`config.mk`:
```
export PLATFORM = sky130hd
export DESIGN_NAME = u8layer_seq
export DESIGN_NICKNAME = d
export VERILOG_FILES = /design/src/rtl/u8layer_seq_pkg.sv /design/src/rtl/u8layer_seq_memrd.sv /design/src/rtl/u8layer_seq.sv
export SDC_FILE = /design/constraint.sdc
export NUM_CORES = 1
export LEC_CHECK = 0
export ABC_AREA = 1
export BUFFER_PORTS_ARGS = -buffer_cell sky130_fd_sc_hd__buf_2
export CORE_MARGIN = 5
export CORE_UTILIZATION = 53
export DETAILED_ROUTE_END_ITERATION = 12
export PLACE_DENSITY = 0.85
export SLEW_MARGIN = 10
export SYNTH_ARGS = -nofsm -noshare
export SYNTH_HDL_FRONTEND = slang
export SYNTH_HIERARCHICAL = 1
export SYNTH_SLANG_ARGS = --single-unit
```
`constraint.sdc`:
```
create_clock -name clk -period 2.2 [get_ports clk]
set_clock_uncertainty 0.1 [all_clocks]
set_input_delay 0 -clock clk [delete_from_list [all_inputs] [get_ports clk]]
set_output_delay 0 -clock clk [all_outputs]
set_load 0.02 [all_outputs]
```
`src/rtl/u8layer_seq_pkg.sv`:
```
// Shared types, adrgen param map and sequencer states
// for the u8 layer sequencer.
package u8layer_seq_pkg;

    typedef logic [7:0]  u8_t;
    typedef logic [23:0] u24_t;
    typedef logic [31:0] u32_t;

    // adrgen param map: core words at 0..NPRM-1,
    // start-position words from PADR_POS_BASE up
    localparam u8_t PADR_POS_BASE = 8'd24;

    typedef enum logic [2:0] {
        S_IDLE,
        S_FETCH,
        S_WAITD,
        S_WRITE,
        S_KICK,
        S_WRISE,
        S_WFALL,
        S_NEXT
    } seq_state_e;

    function automatic u8_t map_padr(
        input u8_t w,
        input u8_t nprm
    );
        if (w < nprm)
            return w;
        return PADR_POS_BASE + (w - nprm);
    endfunction

endpackage

```
`src/rtl/u8layer_seq_memrd.sv`:
```
// Single-outstanding descriptor read requester.
// Ports: clk/xrst; i_go,i_adr from FSM; o_req,o_adr,i_rdy,
// i_rvalid,i_rdata to memory; o_acc,o_dv,o_data to FSM.
module u8layer_seq_memrd
    import u8layer_seq_pkg::*;
#(
    parameter int AW = 16
) (
    input  logic          clk,
    input  logic          xrst,
    input  logic          i_go,
    input  logic [AW-1:0] i_adr,
    output logic          o_req,
    output logic [AW-1:0] o_adr,
    input  logic          i_rdy,
    input  logic          i_rvalid,
    input  u32_t          i_rdata,
    output logic          o_acc,
    output logic          o_dv,
    output u32_t          o_data
);

    logic r_pend;
    u32_t r_data;

    // no new request while a read is in flight
    assign o_req  = i_go && !r_pend;
    assign o_adr  = i_adr;
    assign o_acc  = o_req && i_rdy;
    // stale rvalid after a reset is ignored
    assign o_dv   = i_rvalid && r_pend;
    assign o_data = r_data;

    always_ff @(posedge clk or negedge xrst) begin
        if (!xrst) begin
            r_pend <= 1'b0;
            r_data <= '0;
        end else begin
            if (o_acc)
                r_pend <= 1'b1;
            else if (o_dv)
                r_pend <= 1'b0;
            if (o_dv)
                r_data <= i_rdata;
        end
    end

endmodule

```
`src/rtl/u8layer_seq.sv`:
```
// Layer sequencer: loads adrgen params per layer, kicks, waits.
// Ports: start/abort/desc_base/n_layers control; mem_* descriptor
// read; pwe/padr/pdata/kick/run adrgen; busy/done/layer_idx/err.
module u8layer_seq
    import u8layer_seq_pkg::*;
#(
    parameter int Np    = 1,
    parameter int NPRM  = 23,
    parameter int AW    = 16,
    parameter int TKICK = 15
) (
    input  logic          clk,
    input  logic          xrst,
    input  logic          start,
    input  logic          abort,
    input  logic [AW-1:0] desc_base,
    input  logic [7:0]    n_layers,
    output logic          mem_req,
    output logic [AW-1:0] mem_adr,
    input  logic          mem_rdy,
    input  logic          mem_rvalid,
    input  logic [31:0]   mem_rdata,
    output logic          pwe,
    output logic [7:0]    padr,
    output logic [31:0]   pdata,
    output logic          kick,
    input  logic          run,
    output logic          busy,
    output logic          done,
    output logic [7:0]    layer_idx,
    output logic          err
);

    localparam int CW = $clog2(TKICK + 1);
    localparam u8_t NW = u8_t'(NPRM + Np);

    seq_state_e    r_state;
    seq_state_e    w_nxt;
    logic [AW-1:0] r_adr;
    u8_t           r_w;
    u8_t           r_layer;
    u8_t           r_nl;
    u8_t           r_padr;
    logic [CW-1:0] r_cnt;
    logic          r_busy;
    logic          r_done;
    logic          r_err;
    logic          r_abt;

    logic w_go;
    logic w_acc;
    logic w_dv;
    u32_t w_rdata;
    logic w_abt;
    logic w_last;
    logic w_ld;
    logic w_fin;
    logic w_tmo;

    assign w_go   = (r_state == S_FETCH);
    assign w_abt  = r_abt || abort;
    assign w_last = (r_layer == r_nl - 8'd1);

    u8layer_seq_memrd #(
        .AW (AW)
    ) u_memrd (
        .clk      (clk),
        .xrst     (xrst),
        .i_go     (w_go),
        .i_adr    (r_adr),
        .o_req    (mem_req),
        .o_adr    (mem_adr),
        .i_rdy    (mem_rdy),
        .i_rvalid (mem_rvalid),
        .i_rdata  (mem_rdata),
        .o_acc    (w_acc),
        .o_dv     (w_dv),
        .o_data   (w_rdata)
    );

    always_ff @(posedge clk or negedge xrst) begin
        if (!xrst)
            r_state <= S_IDLE;
        else
            r_state <= w_nxt;
    end

    always_comb begin
        w_nxt = r_state;
        w_ld  = 1'b0;
        w_fin = 1'b0;
        w_tmo = 1'b0;
        unique case (r_state)
            S_IDLE: begin
                if (start) begin
                    w_ld = 1'b1;
                    if (n_layers == 8'd0)
                        w_fin = 1'b1;
                    else
                        w_nxt = S_FETCH;
                end
            end
            S_FETCH: begin
                // abort waits until the beat completes
                if (w_acc)
                    w_nxt = S_WAITD;
            end
            S_WAITD: begin
                if (w_dv) begin
                    if (w_abt) begin
                        w_fin = 1'b1;
                        w_nxt = S_IDLE;
                    end else begin
                        w_nxt = S_WRITE;
                    end
                end
            end
            S_WRITE: begin
                if (w_abt) begin
                    w_fin = 1'b1;
                    w_nxt = S_IDLE;
                end else if (r_w < NW - 8'd1) begin
                    w_nxt = S_FETCH;
                end else begin
                    w_nxt = S_KICK;
                end
            end
            S_KICK: begin
                if (w_abt) begin
                    w_fin = 1'b1;
                    w_nxt = S_IDLE;
                end else begin
                    w_nxt = S_WRISE;
                end
            end
            S_WRISE: begin
                // a kicked frame always completes, even on abort
                if (run) begin
                    w_nxt = S_WFALL;
                end else if (r_cnt == CW'(TKICK - 1)) begin
                    w_tmo = 1'b1;
                    w_fin = 1'b1;
                    w_nxt = S_IDLE;
                end
            end
            S_WFALL: begin
                if (!run) begin
                    if (w_abt || w_last) begin
                        w_fin = 1'b1;
                        w_nxt = S_IDLE;
                    end else begin
                        w_nxt = S_NEXT;
                    end
                end
            end
            S_NEXT: begin
                if (w_abt) begin
                    w_fin = 1'b1;
                    w_nxt = S_IDLE;
                end else begin
                    w_nxt = S_FETCH;
                end
            end
        endcase
    end

    always_ff @(posedge clk or negedge xrst) begin
        if (!xrst) begin
            r_adr   <= '0;
            r_w     <= '0;
            r_layer <= '0;
            r_nl    <= '0;
            r_padr  <= '0;
            r_cnt   <= '0;
            r_busy  <= 1'b0;
            r_done  <= 1'b0;
            r_err   <= 1'b0;
            r_abt   <= 1'b0;
        end else begin
            r_done <= w_fin;
            if (w_ld) begin
                r_adr   <= desc_base;
                r_nl    <= n_layers;
                r_layer <= '0;
                r_err   <= 1'b0;
                r_busy  <= (n_layers != 8'd0);
            end
            if (w_acc)
                r_adr <= r_adr + 1'b1;
            if (w_dv)
                r_padr <= map_padr(r_w, u8_t'(NPRM));
            if (w_ld)
                r_w <= '0;
            else if (r_state == S_WRITE)
                r_w <= (r_w == NW - 8'd1) ? 8'd0 : r_w + 8'd1;
            if (r_state == S_NEXT && !w_abt)
                r_layer <= r_layer + 8'd1;
            r_cnt <= (r_state == S_WRISE) ? r_cnt + 1'b1 : '0;
            if (w_tmo)
                r_err <= 1'b1;
            if (w_ld || w_fin)
                r_abt <= 1'b0;
            else if (abort && r_state != S_IDLE)
                r_abt <= 1'b1;
            if (w_fin) begin
                r_busy <= 1'b0;
                r_w    <= '0;
            end
        end
    end

    assign pwe       = (r_state == S_WRITE);
    assign kick      = (r_state == S_KICK) && !w_abt;
    assign padr      = r_padr;
    assign pdata     = w_rdata;
    assign busy      = r_busy;
    assign done      = r_done;
    assign layer_idx = r_layer;
    assign err       = r_err;

endmodule

```
# Yosys cells after proc, flatten, opt, wreduce, memory -nomap -nowiden
# Index checks and enable logic that the tools add are counted.
# op_classes
n_addsub,7
magnitude_cmp,1
eq_ne,16
n_mux,47
n_reduce_logical,24
# ops
operator,n
$mux 8,8
$mux 3,11
$mux 16,2
$pmux 3 s8,1
$mux 1,22
$add 16x1->16 const B,1
$add 8x1->8 const B,2
$eq 3x3->1 const B,4
$reduce_bool 2->1,6
$add 5x8->8 const A,1
$eq 8x5->1 const B,1
$eq 8x8->1,1
$logic_not 8->1,1
$lt 8x5->1 const B,1
$ne 2x2->1 const B,4
$reduce_bool 8->1,1
$sub 8x1->8 const B,1
$sub 8x5->8 const B,1
$eq 3x2->1 const B,2
$logic_and 1x1->1,6
$reduce_and 6->1,1
$reduce_bool 3->1,2
$pmux 1 s5,1
$add 4x1->4 const B,1
other kinds (10),13
# word_totals
register_bits,92
input_bits,63
output_inout_bits,70
elab_cells,108

# Depth between registers and ports, before layout
# depth
word_depth,8
mapped_depth,14
depth_no_buf,14

# By module
# Netlist, hierarchy kept.
# modules_own_cells
module,n_inst,cells_per_inst,area_per_inst_um2,seq_area_each_um2
u8layer_seq,1,471,3529.6,1476.4
u8layer_seq_memrd,1,166,1552.7,825.8

# Worst setup path after synthesis
# OpenSTA, ideal clock, no wires.
# synth_timing
kind,register to register
from,register r_state[0]
to,register r_adr[10]
setup_time_ns,0.121
t_arrival_ns,1.583
required_time_ns,1.979
path_slack_ns,0.396
path_stages_with_launch,13
path_buffers,1
period_less_slack_ns,1.804
path_cell_list,dfrtp_1 -> inv_1 -> nor2_1 -> nand2_1 -> inv_1 -> nand3_1 -> inv_1 -> inv_1 -> nand2_1 -> inv_2 -> buf_4 -> a22oi_1 -> nand2_1
# synth_via
elab_chain_len,4
elab_cells_between_ends,7
classes_between,eq/ne: 1; mux: 2; reduce/logical: 4
# synth_lines
element,line_no,text
"start, declared",u8layer_seq.sv:37,seq_state_e r_state;
"start signal, assigned",u8layer_seq.sv:85,r_state <= w_nxt;
$eq 3x1->1 (*),u8layer_seq.sv:60,assign w_go = (r_state == S_FETCH);
via w_go,u8layer_seq.sv:50,logic w_go;
$logic_and 1x1->1 (*),u8layer_seq_memrd.sv:27,assign o_req = i_go && !r_pend;
$logic_and 1x1->1 (*),u8layer_seq_memrd.sv:29,assign o_acc = o_req && i_rdy;
via w_acc,u8layer_seq.sv:51,logic w_acc;
$mux 16 / $reduce_bool 2->1 (equally long branches),n/a,
"end signal, assigned",u8layer_seq.sv:182,r_adr <= desc_base;
"end signal, assigned",u8layer_seq.sv:189,r_adr <= r_adr + 1'b1;
"end, declared",u8layer_seq.sv:39,logic [AW-1:0] r_adr;
# Mark *: on every way through the listed nets, which the timed path passes. The rest lies on a longest branch.
# A chain may end at the register's enable or synchronous reset.

# Worst setup path after layout
# layout_timing
from,register r_state[0]
to,register r_adr[6]
# Same word-level chain as after synthesis.

==> impl_metrics.tcl <==
set metrics [dict create \
    rsz0062_at_grt "no" \
    die_area_um2 11650 \
    crit_type "flip-flop to flip-flop" \
    grt_start_max_net_pins 62 \
    worst_slew_pin_slew_ns 0.4417 \
    fin_crit_sh 0.9383 \
    outcome "finished, final reports clean" \
    drc 0 \
    area_growth_pct 27.50 \
    synth_seq_area_share 0.4530 \
    dp_hpwl_um 9151 \
    via_per_inst 5.184 \
    worstPathArrival_ns 2.22 \
    syn_inst 637 \
    clkTransAtPathRegs_ns 0.10 \
    insertion_delay_ns 0.37 \
    synth.distinct_cells 44 \
    dieHeight_um 107.9 \
    cp_top_family "buffers and inverters" \
    cp_cell_sequence "inv_1, nor2_1, nand2_1, inv_1, nand3_1, inv_1, inv_1, nand2_1, inv_2, a22oi_1, o31ai_1" \
    layout_commonest_cell "nand2_1" \
    cts-buffers-inserted 9 \
    crit_cells 11 \
    drtIter0Drc 305 \
    fin_util 0.6980 \
    grt_pass1_vias 4976 \
    rr_startpoint "r_state[0]" \
    io_buffers 132 \
    drt-wirelength-per-cell_um 14.43 \
    avgSynthCellArea_um2 7.979 \
    dieWidth_um 107.9 \
    drv_slew 0 \
    syn_area_um2 5082 \
    multiInputGateArea_um2 2232 \
    dpl.cell_count 867 \
    stdcell_count 945 \
    register_area_um2 2302 \
    cts.path.max_buffers 2 \
    worstReg2RegEnd "r_adr[6]" \
    ys_ff_latch 92 \
    grt.overflow.total 0 \
    start_util 0.5474 \
    grt_first_pass_wirelength_um 22440 \
    internal_power_mw 3.961 \
    globalplace.congestion 0.9188 \
    drt_wl_total_um 13640 \
    cp_slowest_stage_delay_ns 0.43 \
    clock.fmax_mhz 484.4 \
    p_leak_nw 3.422 \
    cp-startpoint "r_state[0]" \
    rows 35 \
    antenna_found_initial 1 \
    pwr-share-comb 0.473 \
    num-fill-cells 717 \
    switching_share 0.4732 \
    ys.flop_type "dfrtp_1" \
    synthesis.nets 706 \
    diodes 0 \
    vias 4899 \
    r2r_slack_ns 0.14 \
    htreeDepth 3 \
    coreArea_um2 9284 \
    path_common_cell "inv_1" \
    seq_power_share 0.377 \
    p_sw_mw 3.559 \
    critPathMaxFanout 12 \
    hold_violations 0 \
    rr_worst_depth 11 \
    powerDensity_nw_per_um2 1160 \
    timing.final.crit_period_ns 2.064 \
    finalSetupViolCount 0 \
    root_buffer "clkbuf_8" \
    drive_above_1_share 0.2414 \
    nets 880 \
    cp-start-kind "flip-flop" \
    end_kind "flip-flop" \
    clockPowerShare 0.150 \
    io_pins 133 \
    ys_warn_count 6 \
    async_reset_ff_frac 1.000 \
    cap_violations 0 \
    slowest_stage "dfrtp_1" \
    path_buf_inv 5 \
    clock_sinks 92 \
    hold_slack_ns 0.01049 \
    ant_nets 0 \
    hp-class "primary input to async pin" \
    cp-endpoint "r_adr[6]" \
    cts_tree "built" \
    dr.pass1.iters 5 \
    layout_common_cells "170 x nand2_1, 131 x buf_2, 92 x dfrtp_1" \
    cp.required_ns 2.36 \
    synth_edf_count 0 \
    grt_usage 0.2393 \
    vdd_drop_max_v 0.0007066 \
    slew_headroom 0.7055 \
    finalSetupTns_ns 0 \
]
==> per-stage QoR <==
step,setup slack [ns],total power [mW],cell area [µm²]
final,0.1358,7.520,6480
after CTS,0.07695,7.437,6460
after global placement,0.3129,6.049,5659
after detailed placement,0.1161,6.199,5659
after floorplan,0.3955,5.407,5082
after global routing,0.005045,8.030,6480
==> cells by family after synthesis <==
family                   share of synthesized area
AND/OR/NAND/NOR                             0.3085
adder cells (fa/ha/maj)                    0.01477
flip-flops                                  0.4530
buffers and inverters                       0.1103
XOR/XNOR                                   0.03102
AO/OA/AOI/OAI                              0.08247
==> cell usage after synthesis, types with 4 or more instances <==
cell type	count	area [µm²]
o211ai_1	6	45.04
inv_2	6	22.52
clkbuf_1	5	18.77
a22oi_1	4	30.03
nor2_2	4	25.02
buf_6	6	67.56
nand3_1	71	355.3
nor2_4	4	45.04
inv_1	60	225.2
nand4_1	5	31.28
ha_1	6	75.07
nand2_2	14	87.58
nor3_1	5	25.02
nand2_1	170	638.1
xnor2_1	6	52.55
a21oi_1	15	75.07
nor2_1	56	210.2
xor2_1	12	105.1
o21ai_0	35	175.2
buf_4	20	150.1
dfrtp_1	92	2302
==> timing repair <==
action	in CTS	in global routing
endpoints found under the hold margin	154	0
endpoints found under the setup margin	0	15
hold buffers	61	0
setup buffers	0	1
gates resized for setup	0	3
==> worst register-to-register path: cells and delay by family (launching register included) <==
family	cells	cell delay, ns
and+or+nand+nor	4	0.54
DFF	1	0.43
buffers and inverters	5	0.60
AOI/OAI and AO/OA	2	0.30
==> registers in the layout, indices dropped and copies added (netlist names) <==
register and cells:
r_cnt 4, layer_idx 8, r_state 3, u_memrd/r_pend 1, busy 1, r_adr 16
done 1, padr 8, u_memrd/o_data 32, r_abt 1, r_nl 8, err 1
r_w 8
==> worst min path at each step <==
stage                     from                 end
floorplan                 xrst                busy
global placement          xrst            r_adr[5]
detailed placement        xrst            r_adr[5]
CTS                 mem_rvalid  u_memrd/o_data[11]
global route        mem_rvalid  u_memrd/o_data[23]
finish                    xrst            r_adr[5]
==> final cells by class <==
class / count / share of cell area
repair buffers: 201 / 0.2078
multi-input cells: 441 / 0.3445
inverters: 66 / 0.03823
flip-flops and latches: 92 / 0.3553
well taps: 129 / 0.02491
clock inverters: 7 / 0.01023
clock buffers: 9 / 0.01912
==> per-layer routing <==
| layer | global-route usage | up-vias | part of all wire |
|---|---|---|---|
| li1 | - | 2376 | - |
| met1 | 0.2841 | 2290 | 0.40 |
| met2 | 0.4241 | 191 | 0.51 |
| met3 | 0.05159 | 40 | 0.064 |
| met4 | 0.09017 | 2 | 0.029 |
| met5 | 0 | - | 0.00051 |
==> power groups by stage <==
stage / registers [mW] / clock network, mW / logic, mW
floorplan: 3.14 / 0 / 2.27
detailed placement: 2.83 / 0 / 3.37
global placement: 2.81 / 0 / 3.24
CTS: 2.81 / 1.14 / 3.48
global route: 2.91 / 1.22 / 3.90
finish: 2.84 / 1.13 / 3.55
(Power assumes the default switching activity.)
